## src/rtl/sv32_tlb_pkg.sv

```systemverilog
// Shared TLB/cache widths, entry payload, permission bit indices and the
// common enabled flop macro. Included first; everything else imports it.
`ifndef SV32_TLB_PKG_SV
`define SV32_TLB_PKG_SV

// Enabled flop with async active-low reset; expects clk/rst in scope.
`define D_FLIP_FLOP(q, d, en, rstval) \
  always_ff @(posedge clk or negedge rst) begin \
    if (!rst) q <= (rstval); \
    else if (en) q <= (d); \
  end

package sv32_tlb_pkg;

  localparam int unsigned TLB_ENTRY_SIZE = 32;
  localparam int unsigned ASID_WD        = 9;
  localparam int unsigned PPN_WD         = 22;
  localparam int unsigned VPN1_WD        = 10;
  localparam int unsigned VPN0_WD        = 10;
  localparam int unsigned VPN_WD         = VPN1_WD + VPN0_WD;
  localparam int unsigned CACHE_TAG_WD   = 20;
  localparam int unsigned PERM_WD        = 8;

  localparam int unsigned PERM_V = 0;
  localparam int unsigned PERM_R = 1;
  localparam int unsigned PERM_W = 2;
  localparam int unsigned PERM_X = 3;
  localparam int unsigned PERM_U = 4;
  localparam int unsigned PERM_G = 5;
  localparam int unsigned PERM_A = 6;
  localparam int unsigned PERM_D = 7;

  typedef struct packed {
    logic               valid;
    logic [ASID_WD-1:0] asid;
    logic [VPN_WD-1:0]  vpn;
    logic [PPN_WD-1:0]  ppn;
    logic [PERM_WD-1:0] perm;
    logic               is_super;
  } tlb_entry_t;

  // VPN compare; a megapage ignores VPN0.
  function automatic logic vpn_match(input logic [VPN_WD-1:0] a,
                                     input logic [VPN_WD-1:0] b,
                                     input logic is_super);
    return (a[VPN_WD-1:VPN0_WD] == b[VPN_WD-1:VPN0_WD]) &&
           (is_super || (a[VPN0_WD-1:0] == b[VPN0_WD-1:0]));
  endfunction

endpackage

`endif

```

## src/rtl/sv32_tlb_victim_sel.sv

```systemverilog
// Fill slot chooser: lowest-index invalid entry, else the round-robin pointer.
// Ports: valid (per-entry valid after flush), ptr (victim pointer),
//        idx_c (write index), ptr_advance_c (1 when the pointer slot is used).
module sv32_tlb_victim_sel #(
  parameter int unsigned ENTRIES = 32,
  parameter int unsigned IDX_W   = $clog2(ENTRIES)
) (
  input  logic [ENTRIES-1:0] valid,
  input  logic [IDX_W-1:0]   ptr,
  output logic [IDX_W-1:0]   idx_c,
  output logic               ptr_advance_c
);

  // Scan downward so the last assignment is the lowest free slot.
  always_comb begin
    idx_c         = ptr;
    ptr_advance_c = 1'b1;
    for (int i = ENTRIES - 1; i >= 0; i--) begin
      if (!valid[i]) begin
        idx_c         = IDX_W'(i);
        ptr_advance_c = 1'b0;
      end
    end
  end

endmodule

```

## src/rtl/sv32_tlb.sv

```systemverilog
// Fully-associative Sv32 TLB with one-cycle registered lookup, walker refill
// and sfence.vma flush. Supplies the physical tag to the downstream cache.
// Ports: req_* lookup in; resp_* registered result (resp_ptag = resp_ppn[19:0]);
//        fill_* walker refill; flush_* sfence.vma; miss_cnt wrapping miss count.
module sv32_tlb
  import sv32_tlb_pkg::*;
#(
  parameter int unsigned ENTRIES = TLB_ENTRY_SIZE
) (
  input  logic                    clk,
  input  logic                    rst,
  input  logic                    req_valid,
  input  logic [VPN_WD-1:0]       req_vpn,
  input  logic [ASID_WD-1:0]      req_asid,
  output logic                    resp_valid,
  output logic                    resp_hit,
  output logic [PPN_WD-1:0]       resp_ppn,
  output logic [CACHE_TAG_WD-1:0] resp_ptag,
  output logic [PERM_WD-1:0]      resp_perm,
  input  logic                    fill_valid,
  input  logic [VPN_WD-1:0]       fill_vpn,
  input  logic [ASID_WD-1:0]      fill_asid,
  input  logic [PPN_WD-1:0]       fill_ppn,
  input  logic [PERM_WD-1:0]      fill_perm,
  input  logic                    fill_super,
  input  logic                    flush_valid,
  input  logic                    flush_use_asid,
  input  logic                    flush_use_vpn,
  input  logic [ASID_WD-1:0]      flush_asid,
  input  logic [VPN_WD-1:0]       flush_vpn,
  output logic [31:0]             miss_cnt
);

  localparam int unsigned IDX_W = $clog2(ENTRIES);

  tlb_entry_t         entry_q [ENTRIES];
  tlb_entry_t         entry_d [ENTRIES];
  logic [ENTRIES-1:0] entry_we_c;
  logic [ENTRIES-1:0] hit_vec_c;
  logic [ENTRIES-1:0] flush_sel_c;
  logic [ENTRIES-1:0] valid_post_c;
  logic [ENTRIES-1:0] fill_match_c;
  logic [PPN_WD-1:0]  hit_ppn_c;
  logic [PERM_WD-1:0] hit_perm_c;
  logic [IDX_W-1:0]   match_idx_c;
  logic [IDX_W-1:0]   victim_idx_c;
  logic [IDX_W-1:0]   fill_idx_c;
  logic               victim_adv_c;
  logic               fill_do_c;
  tlb_entry_t         fill_ent_c;

  logic [IDX_W-1:0]   ptr_q, ptr_d;
  logic               resp_valid_q, resp_valid_d;
  logic               resp_hit_q, resp_hit_d;
  logic [PPN_WD-1:0]  resp_ppn_q, resp_ppn_d;
  logic [PERM_WD-1:0] resp_perm_q, resp_perm_d;
  logic [31:0]        miss_cnt_q, miss_cnt_d;

  // Lookup against the current (pre-write) contents; no bypass.
  always_comb begin
    hit_vec_c  = '0;
    hit_ppn_c  = '0;
    hit_perm_c = '0;
    for (int i = 0; i < ENTRIES; i++) begin
      hit_vec_c[i] = entry_q[i].valid &
                     (entry_q[i].perm[PERM_G] | (entry_q[i].asid == req_asid)) &
                     vpn_match(entry_q[i].vpn, req_vpn, entry_q[i].is_super);
      if (hit_vec_c[i]) begin
        hit_ppn_c  |= entry_q[i].is_super ?
                      {entry_q[i].ppn[PPN_WD-1:VPN0_WD], req_vpn[VPN0_WD-1:0]} :
                      entry_q[i].ppn;
        hit_perm_c |= entry_q[i].perm;
      end
    end
  end

  // Flush selection, then fill matching on the post-flush view. A global
  // entry on either side counts as overlapping so fills cannot alias.
  always_comb begin
    flush_sel_c  = '0;
    valid_post_c = '0;
    fill_match_c = '0;
    for (int i = 0; i < ENTRIES; i++) begin
      flush_sel_c[i] = flush_valid & entry_q[i].valid &
                       (!flush_use_asid |
                        ((entry_q[i].asid == flush_asid) & !entry_q[i].perm[PERM_G])) &
                       (!flush_use_vpn |
                        vpn_match(entry_q[i].vpn, flush_vpn, entry_q[i].is_super));
      valid_post_c[i] = entry_q[i].valid & !flush_sel_c[i];
      fill_match_c[i] = valid_post_c[i] & (entry_q[i].is_super == fill_super) &
                        vpn_match(entry_q[i].vpn, fill_vpn, fill_super) &
                        ((entry_q[i].asid == fill_asid) |
                         entry_q[i].perm[PERM_G] | fill_perm[PERM_G]);
    end
  end

  // Lowest matching index.
  always_comb begin
    match_idx_c = '0;
    for (int i = ENTRIES - 1; i >= 0; i--) begin
      if (fill_match_c[i]) match_idx_c = IDX_W'(i);
    end
  end

  sv32_tlb_victim_sel #(
    .ENTRIES (ENTRIES),
    .IDX_W   (IDX_W)
  ) u_victim_sel (
    .valid         (valid_post_c),
    .ptr           (ptr_q),
    .idx_c         (victim_idx_c),
    .ptr_advance_c (victim_adv_c)
  );

  // Entry next-state: flush clears, a fill on the same slot wins.
  always_comb begin
    fill_do_c           = fill_valid & fill_perm[PERM_V];
    fill_idx_c          = (|fill_match_c) ? match_idx_c : victim_idx_c;
    fill_ent_c.valid    = 1'b1;
    fill_ent_c.asid     = fill_asid;
    fill_ent_c.vpn      = fill_vpn;
    fill_ent_c.ppn      = fill_ppn;
    fill_ent_c.perm     = fill_perm;
    fill_ent_c.is_super = fill_super;
    ptr_d = (fill_do_c & !(|fill_match_c) & victim_adv_c) ? ptr_q + IDX_W'(1) : ptr_q;
    for (int i = 0; i < ENTRIES; i++) begin
      entry_d[i]    = entry_q[i];
      entry_we_c[i] = 1'b0;
      if (flush_sel_c[i]) begin
        entry_d[i].valid = 1'b0;
        entry_we_c[i]    = 1'b1;
      end
      if (fill_do_c && (fill_idx_c == IDX_W'(i))) begin
        entry_d[i]    = fill_ent_c;
        entry_we_c[i] = 1'b1;
      end
    end
  end

  // Response and miss counter next-state.
  always_comb begin
    resp_valid_d = req_valid;
    resp_hit_d   = |hit_vec_c;
    resp_ppn_d   = hit_ppn_c;
    resp_perm_d  = hit_perm_c;
    miss_cnt_d   = miss_cnt_q + 32'd1;
  end

  for (genvar g = 0; g < ENTRIES; g++) begin : g_entry
    tlb_entry_t ent_q;
    `D_FLIP_FLOP(ent_q, entry_d[g], entry_we_c[g], '0)
    assign entry_q[g] = ent_q;
  end

  `D_FLIP_FLOP(ptr_q, ptr_d, 1'b1, '0)
  `D_FLIP_FLOP(resp_valid_q, resp_valid_d, 1'b1, 1'b0)
  `D_FLIP_FLOP(resp_hit_q, resp_hit_d, req_valid, 1'b0)
  `D_FLIP_FLOP(resp_ppn_q, resp_ppn_d, req_valid, '0)
  `D_FLIP_FLOP(resp_perm_q, resp_perm_d, req_valid, '0)
  `D_FLIP_FLOP(miss_cnt_q, miss_cnt_d, req_valid & !(|hit_vec_c), '0)

  assign resp_valid = resp_valid_q;
  assign resp_hit   = resp_hit_q;
  assign resp_ppn   = resp_ppn_q;
  assign resp_ptag  = resp_ppn_q[CACHE_TAG_WD-1:0];
  assign resp_perm  = resp_perm_q;
  assign miss_cnt   = miss_cnt_q;

  a_hit_onehot: assert property (@(posedge clk) disable iff (!rst)
                                 req_valid |-> $onehot0(hit_vec_c))
    else $error("sv32_tlb: more than one entry hit");

endmodule

```

## config.mk

```make
export PLATFORM = sky130hd
export DESIGN_NAME = sv32_tlb
export DESIGN_NICKNAME = d
export VERILOG_FILES = /design/src/rtl/sv32_tlb_pkg.sv /design/src/rtl/sv32_tlb_victim_sel.sv /design/src/rtl/sv32_tlb.sv
export SDC_FILE = /design/constraint.sdc
export NUM_CORES = 2
export LEC_CHECK = 0
export CORE_AREA = 5 5 499 501
export DETAILED_ROUTE_END_ITERATION = 7
export DIE_AREA = 0 0 504 506
export PLACE_DENSITY_LB_ADDON = 0.25
export SLEW_MARGIN = 25
export SYNTH_ARGS = -nofsm -noshare
export SYNTH_HDL_FRONTEND = slang
export SYNTH_SLANG_ARGS = --single-unit
```

## constraint.sdc

```tcl
create_clock -name clk -period 5.13 [get_ports clk]
set_input_delay 1.2825 -clock clk [delete_from_list [all_inputs] [get_ports clk]]
set_output_delay 1.2825 -clock clk [all_outputs]
set_load 0.01 [all_outputs]
```

# Yosys cells after proc, flatten, opt, wreduce, memory -nomap -nowiden
# Index checks and enable logic that the tools add are counted.
# op_classes
add_sub_neg	2
mux	321
n_eq_ne	351
n_bitwise	546
reduce_logical	391
# op_table
operator	count
61-bit 2-to-1 mux	32
10-bit == test	192
9-bit == test	96
22-bit 2-to-1 mux	32
22-bit bitwise OR	31
5-bit 2-to-1 mux	65
1-bit AND	324
10-bit 2-to-1 mux	32
8-bit 2-to-1 mux	32
8-bit bitwise OR	31
1-bit bitwise OR	160
1-bit logical AND	128
1-bit 2-to-1 mux	128
2-bit AND reduction	64
1-bit logical OR	96
5-bit == test (second input constant)	16
1-bit zero test	68
2-bit nonzero test	32
32-bit OR reduction	2
5-bit by 4-bit == test with 1-bit output (second input constant)	8
32-bit by 1-bit adder with 32-bit output (second input constant)	1
1-bit == test	32
5-bit by 3-bit == test with 1-bit output (second input constant)	4
5-bit by 2-bit == test with 1-bit output (second input constant)	2
3 further kinds	3
# word_totals
register_bits	2021
in_bits	125

# Logic depth before layout (Yosys ltp)
# logic_depth
word_depth	67
depth_mapped	18

# Hierarchy
# From an unflattened synthesis, not the netlist that was laid out.
# hier_totals
cells_unflattened	10264
area_unflattened_um2	119480.8
# modules_own_cells
module	area_each_um2	seq_area_each_um2	n_inst	cells_each
sv32_tlb	119054.2	50573.5	1	10190
sv32_tlb_victim_sel	426.7	0.0	1	74

# Worst setup path before layout
# No wires, ideal clock.
# synth_path
kind	input port to flip-flop
startpoint	input flush_vpn[6]
endpoint	register, netlist name entry_q[533]
n_path_buf	5
cell_stages	17
arrival_time_ns	5.051
setup_slack_ns	-0.046
setup_time_ns	0.125
path_cell_list	buf_2 buf_6 buf_2 xnor2_1 nand4_1 o31a_1 or3_1 a22oi_1 nand4_1 or4b_4 a311oi_2 a31oi_2 nor2_2 and3b_1 buf_2 buf_2 mux2_2
# synth_between
elab_chain_cells	47
# synth_rtl
item	line_no	rtl
start: declaration	sv32_tlb.sv:30	input logic [VPN_WD-1:0] flush_vpn,
10-bit == test	sv32_tlb_pkg.sv:47	(is_super || (a[VPN0_WD-1:0] == b[VPN0_WD-1:0]));
1-bit logical OR	sv32_tlb_pkg.sv:47	
1-bit logical AND	sv32_tlb_pkg.sv:46	return (a[VPN_WD-1:VPN0_WD] == b[VPN_WD-1:VPN0_WD]) &&
1-bit bitwise OR	sv32_tlb.sv:87	(!flush_use_vpn |
1-bit AND	sv32_tlb.sv:86	((entry_q[i].asid == flush_asid) & !entry_q[i].perm[PERM_G])) &
1-bit zero test	sv32_tlb.sv:89	valid_post_c[i] = entry_q[i].valid & !flush_sel_c[i];
1-bit AND	sv32_tlb.sv:89	
1-bit AND (2 in a row)	sv32_tlb.sv:90	fill_match_c[i] = valid_post_c[i] & (entry_q[i].is_super == fill_super) &
1-bit AND	sv32_tlb.sv:91	vpn_match(entry_q[i].vpn, fill_vpn, fill_super) &
5-bit 2-to-1 mux (32 in a row)	sv32_tlb.sv:101	if (fill_match_c[i]) match_idx_c = IDX_W'(i);
5-bit 2-to-1 mux	sv32_tlb.sv:118	fill_idx_c = (|fill_match_c) ? match_idx_c : victim_idx_c;
5-bit == test	sv32_tlb.sv:133	if (fill_do_c && (fill_idx_c == IDX_W'(i))) begin
1-bit logical AND	sv32_tlb.sv:133	
1-bit 2-to-1 mux	sv32_tlb.sv:133	
2-bit AND reduction (no source line) *	-	
# Every way passes the cells marked *; elsewhere a longest branch is shown, timed or not.
# A chain may end at the register's enable or synchronous reset.

# Worst setup path in the final report
# layout_path
startpoint	input flush_asid[1]
endpoint	register, netlist name entry_q[837]
# layout_between
elab_chain_cells	47
# layout_rtl
item	line_no	rtl
start: declaration	sv32_tlb.sv:29	input logic [ASID_WD-1:0] flush_asid,
9-bit == test	sv32_tlb.sv:86	
1-bit AND	sv32_tlb.sv:86	
1-bit bitwise OR	sv32_tlb.sv:85	(!flush_use_asid |
1-bit AND	sv32_tlb.sv:84	flush_sel_c[i] = flush_valid & entry_q[i].valid &
1-bit AND	sv32_tlb.sv:86	
1-bit zero test	sv32_tlb.sv:89	
1-bit AND	sv32_tlb.sv:89	
1-bit AND (2 in a row)	sv32_tlb.sv:90	
1-bit AND	sv32_tlb.sv:91	
5-bit 2-to-1 mux (32 in a row)	sv32_tlb.sv:101	
5-bit 2-to-1 mux	sv32_tlb.sv:118	
5-bit == test	sv32_tlb.sv:133	
1-bit logical AND	sv32_tlb.sv:133	
1-bit 2-to-1 mux	sv32_tlb.sv:133	
2-bit AND reduction (no source line) *	-	
# Marked as above.

==> reports/results.tsv <==
stage	metric	value	unit
logic_synthesis	ys_seq_area_share	41.8	%
cts	htree_levels	4	
setup_path	endpoint_kind	register	
logic_synthesis	synth_nets	10400	
logic_synthesis	synth_compound_area_share	5.47	%
place	portBuffers	208	
cts	cts_hold_buf	0	
logic_synthesis	ys_ff_latch	2021	
setup_path	arrival	6000	ps
global_route	grt_pass1_vias	96100	
die	die_w	504	microns
power	p_leak	0.0702	uW
cts	clk_latency	970	ps
setup_path	timing.critical_path.from	flush_asid[1]	
logic_synthesis	async_reset_ff_share	100	%
cts	cts_made_buffers	230	
job	maxCapViolCount	0	
setup_path	path_cells	buf_2, buf_4, buf_12, xor2_1, nor3b_1, a31oi_2, buf_4, a211o_1, a22oi_2, buf_4, nand4_1, or4b_4, a311oi_4, a31oi_4, nor2b_4, buf_6, nand3_4, buf_12, bufbuf_16, mux2_1	
logic_synthesis	synth_top_family_by_area	multiplexers	
place	gp_congestion	1.05	
logic_synthesis	synth_area_leader_cell	dfrtp_1	
logic_synthesis	synthSimpleGateAreaFrac	6.54	%
outcome	violations	setup timing	
detailed_routing	vias	95200	
power	ir_drop	0.000369	V
sta	timing.final.hold_violations	0	
logic_synthesis	synth_mux_area_share	21.4	%
logic_synthesis	synth_common_cells	dfrtp_1 (2021), xor2_1 (1820), mux2_1 (1117)	
sta	slew_headroom	29.5	%
logic_synthesis	synth.area.top_cells	dfrtp_1 (42%), xor2_1 (13%), mux2_1 (10%), mux2_2 (7.6%), xnor2_1 (7.5%)	
logic_synthesis	yosys_warnings	0	
sta	max_freq	192	MHz
place	hpwl	368000	microns
logic_synthesis	synth-adder-area-share	0.0207	%
sta	tightest_slew	1050	ps
die	coreArea	244000	sq um
die	die-area	255000	sq um
global_route	grt_usage	40.0	%
detailed_routing	drc_errors	0	
detailed_routing	wl_per_cell	35.8	microns
detailed_routing	drt_iter0_drc	11200	
sta	timing.final.ws_setup	-80.6	ps
cts	clockBufferDepth	3	
sta	finalCritPeriodShare	102	%
logic_synthesis	synthFlopType	dfrtp_1	
finish	area_growth	22.2	%
die	pin_count	209	
cts	cts.sinks	2021	
place	pre_cts_slack	-2010	ps
cts	cts_tree	yes	
logic_synthesis	synthXorXnorAreaFrac	20.6	%
finish	layout.nets	11500	
logic_synthesis	synth_top_area_share	41.8	%
cts	clock_tree.root_cell	clkbuf_16	
sta	fin_crit	5210	ps
setup_path	worstSetupPathType	primary input to register	
power	powerDensity	429	nW/um^2
logic_synthesis	synth_edf_count	0	
global_route	grt_max_degree	131	
finish	drive_above_1_share	29.4	%
setup_path	cpMostUsedCell	buf_4	
detailed_routing	drt-total-wl	529000	microns
cts	clkTransAtPathRegs	70	ps
setup_path	slowest_delay	620	ps
worst_hold_path	hp-class	primary input to async pin	
detailed_routing	detail-route-antenna-nets	0	
setup_path	cp.required	5920	ps
detailed_routing	vias_per_cell	6.44	
sta	finalClockSkew	119	ps
sta	finalMaxSlewViolations	0	
finish	fin_util	60.6	%
sta	setup_tns	-3000	ps
global_route	antenna_found_initial	39	
logic_synthesis	ys_types	75	
die	fp.dieH	506	microns
detailed_routing	first_pass_iters	8	
die	row_count	182	
sta	rsz0062_at_grt	yes	
logic_synthesis	yosysMostFrequentCell	dfrtp_1	
finish	fill_cells	19400	
setup_path	critPathSlowestCell	or4b_4	
setup_path	path_max_fanout	11	
sta	setup_viol	151	
setup_path	crit_path_start_kind	primary input	
logic_synthesis	syn_inst	10300	
setup_path	timing.rr.start	entry_q[169]$_DFFE_PN0P_	
logic_synthesis	synth_area	121000	sq um
die	initial_core_util	49.6	%
global_route	grt_pass1_wl	737000	microns
global_route	overflow	0	
outcome	status	complete, but fails checks	
logic_synthesis	synth.avg_cell_area	11.8	sq um
critical path: cells and delay by family:
kind	cells	cell delay, ps
compound gates	5	1090
xor+xnor	1	140
buf+inv	8	1550
mux	1	330
simple gates	5	1580
flip-flops by register name, summed over array words and instances, names as in the netlist:
signal and cells:
entry_q 1952, miss_cnt 32, resp_ppn 22, resp_perm 8, ptr_q 5, resp_hit 1, resp_valid 1
report_power, final:
part	internal [uW]	leakage (uW)	switching [uW]
Combinational	10400	0.0392	9500
Clock	10100	0.00394	7450
Sequential	20500	0.0270	5450
Total	41100	0.0702	22400
layout make-up:
type / count / area [sq um] / area share [%]
multi-input cells: 7282 / 66600 / 45.0
inverters: 9 / 33.8 / 0.0228
repair buffers: 1800 / 18600 / 12.6
well taps: 3220 / 4030 / 2.72
clock buffers: 329 / 6670 / 4.51
clock inverters: 103 / 1410 / 0.951
flip-flops and latches: 2021 / 50600 / 34.2
diodes: 23 / 57.6 / 0.0389
layout by cell type (no fill, tap or decap), drive strengths merged, types with 25 or more instances in the layout:
cell type	n
a222oi	30
clkdlybuf4s50	96
mux2	2210
nor3b	30
xnor2	1031
clkinv	63
or3	25
nor4	436
clkbuf	340
a311oi	39
a22oi	186
xor2	1820
a221oi	119
nand2	145
buf	1691
and3	26
nor2	137
a41oi	63
nand2b	34
a31oi	104
nor3	113
nand3	160
dfrtp	2021
nand4	225
a22o	119
repair_timing:
action	CTS	global route
resized for setup	62	99
gates cloned	2	8
buffers inserted	16	24
pin swaps	9	30
setup endpoints to repair	1952	1725
per-layer routing:
layer	vias up	track usage (%)	part of all wire [%]
li1	38600	-	-
met1	49400	52.8	39
met2	5606	58.8	42
met3	1587	10.7	11
met4	20	24.3	7.6
met5	-	0	0.022
through the flow:
step,std cells,power (uW),instance area (sq um),hold slack (ps)
final,14800,63500,148000,400
after global routing,14800,65800,148000,413
after CTS,14700,62900,147000,362
after detailed placement,14300,45200,138000,455
after global placement,14300,44400,138000,447
after floorplan,10300,37100,121000,434
kinds of logic (layout without fill, tap and decap cells):
| kind of cell | after synthesis | count (layout) |
|---|---|---|
| flops | 2021 | 2021 |
| buf+inv | 964 | 2241 |
| simple gates | 1402 | 1402 |
| fa+ha+maj | 2 | 2 |
| compound gates | 817 | 817 |
| mux | 2210 | 2210 |
| xor+xnor | 2851 | 2851 |
| other cells | 0 | 23 |
path summary, 6_finish.rpt:
path                                              to  slack [ps]  cells past startpoint
max in group asynchronous   entry_q[370]$_DFFE_PN0P_        3220                      3
setup / recovery            entry_q[837]$_DFFE_PN0P_         -80                     20
hold reg to reg            entry_q[1831]$_DFFE_PN0P_         470                      1
hold / removal             entry_q[1508]$_DFFE_PN0P_         400                      1
setup reg to reg            entry_q[837]$_DFFE_PN0P_         100                     19
min in group clk           entry_q[1831]$_DFFE_PN0P_         470                      1
Power figures use the tool's default switching activity.
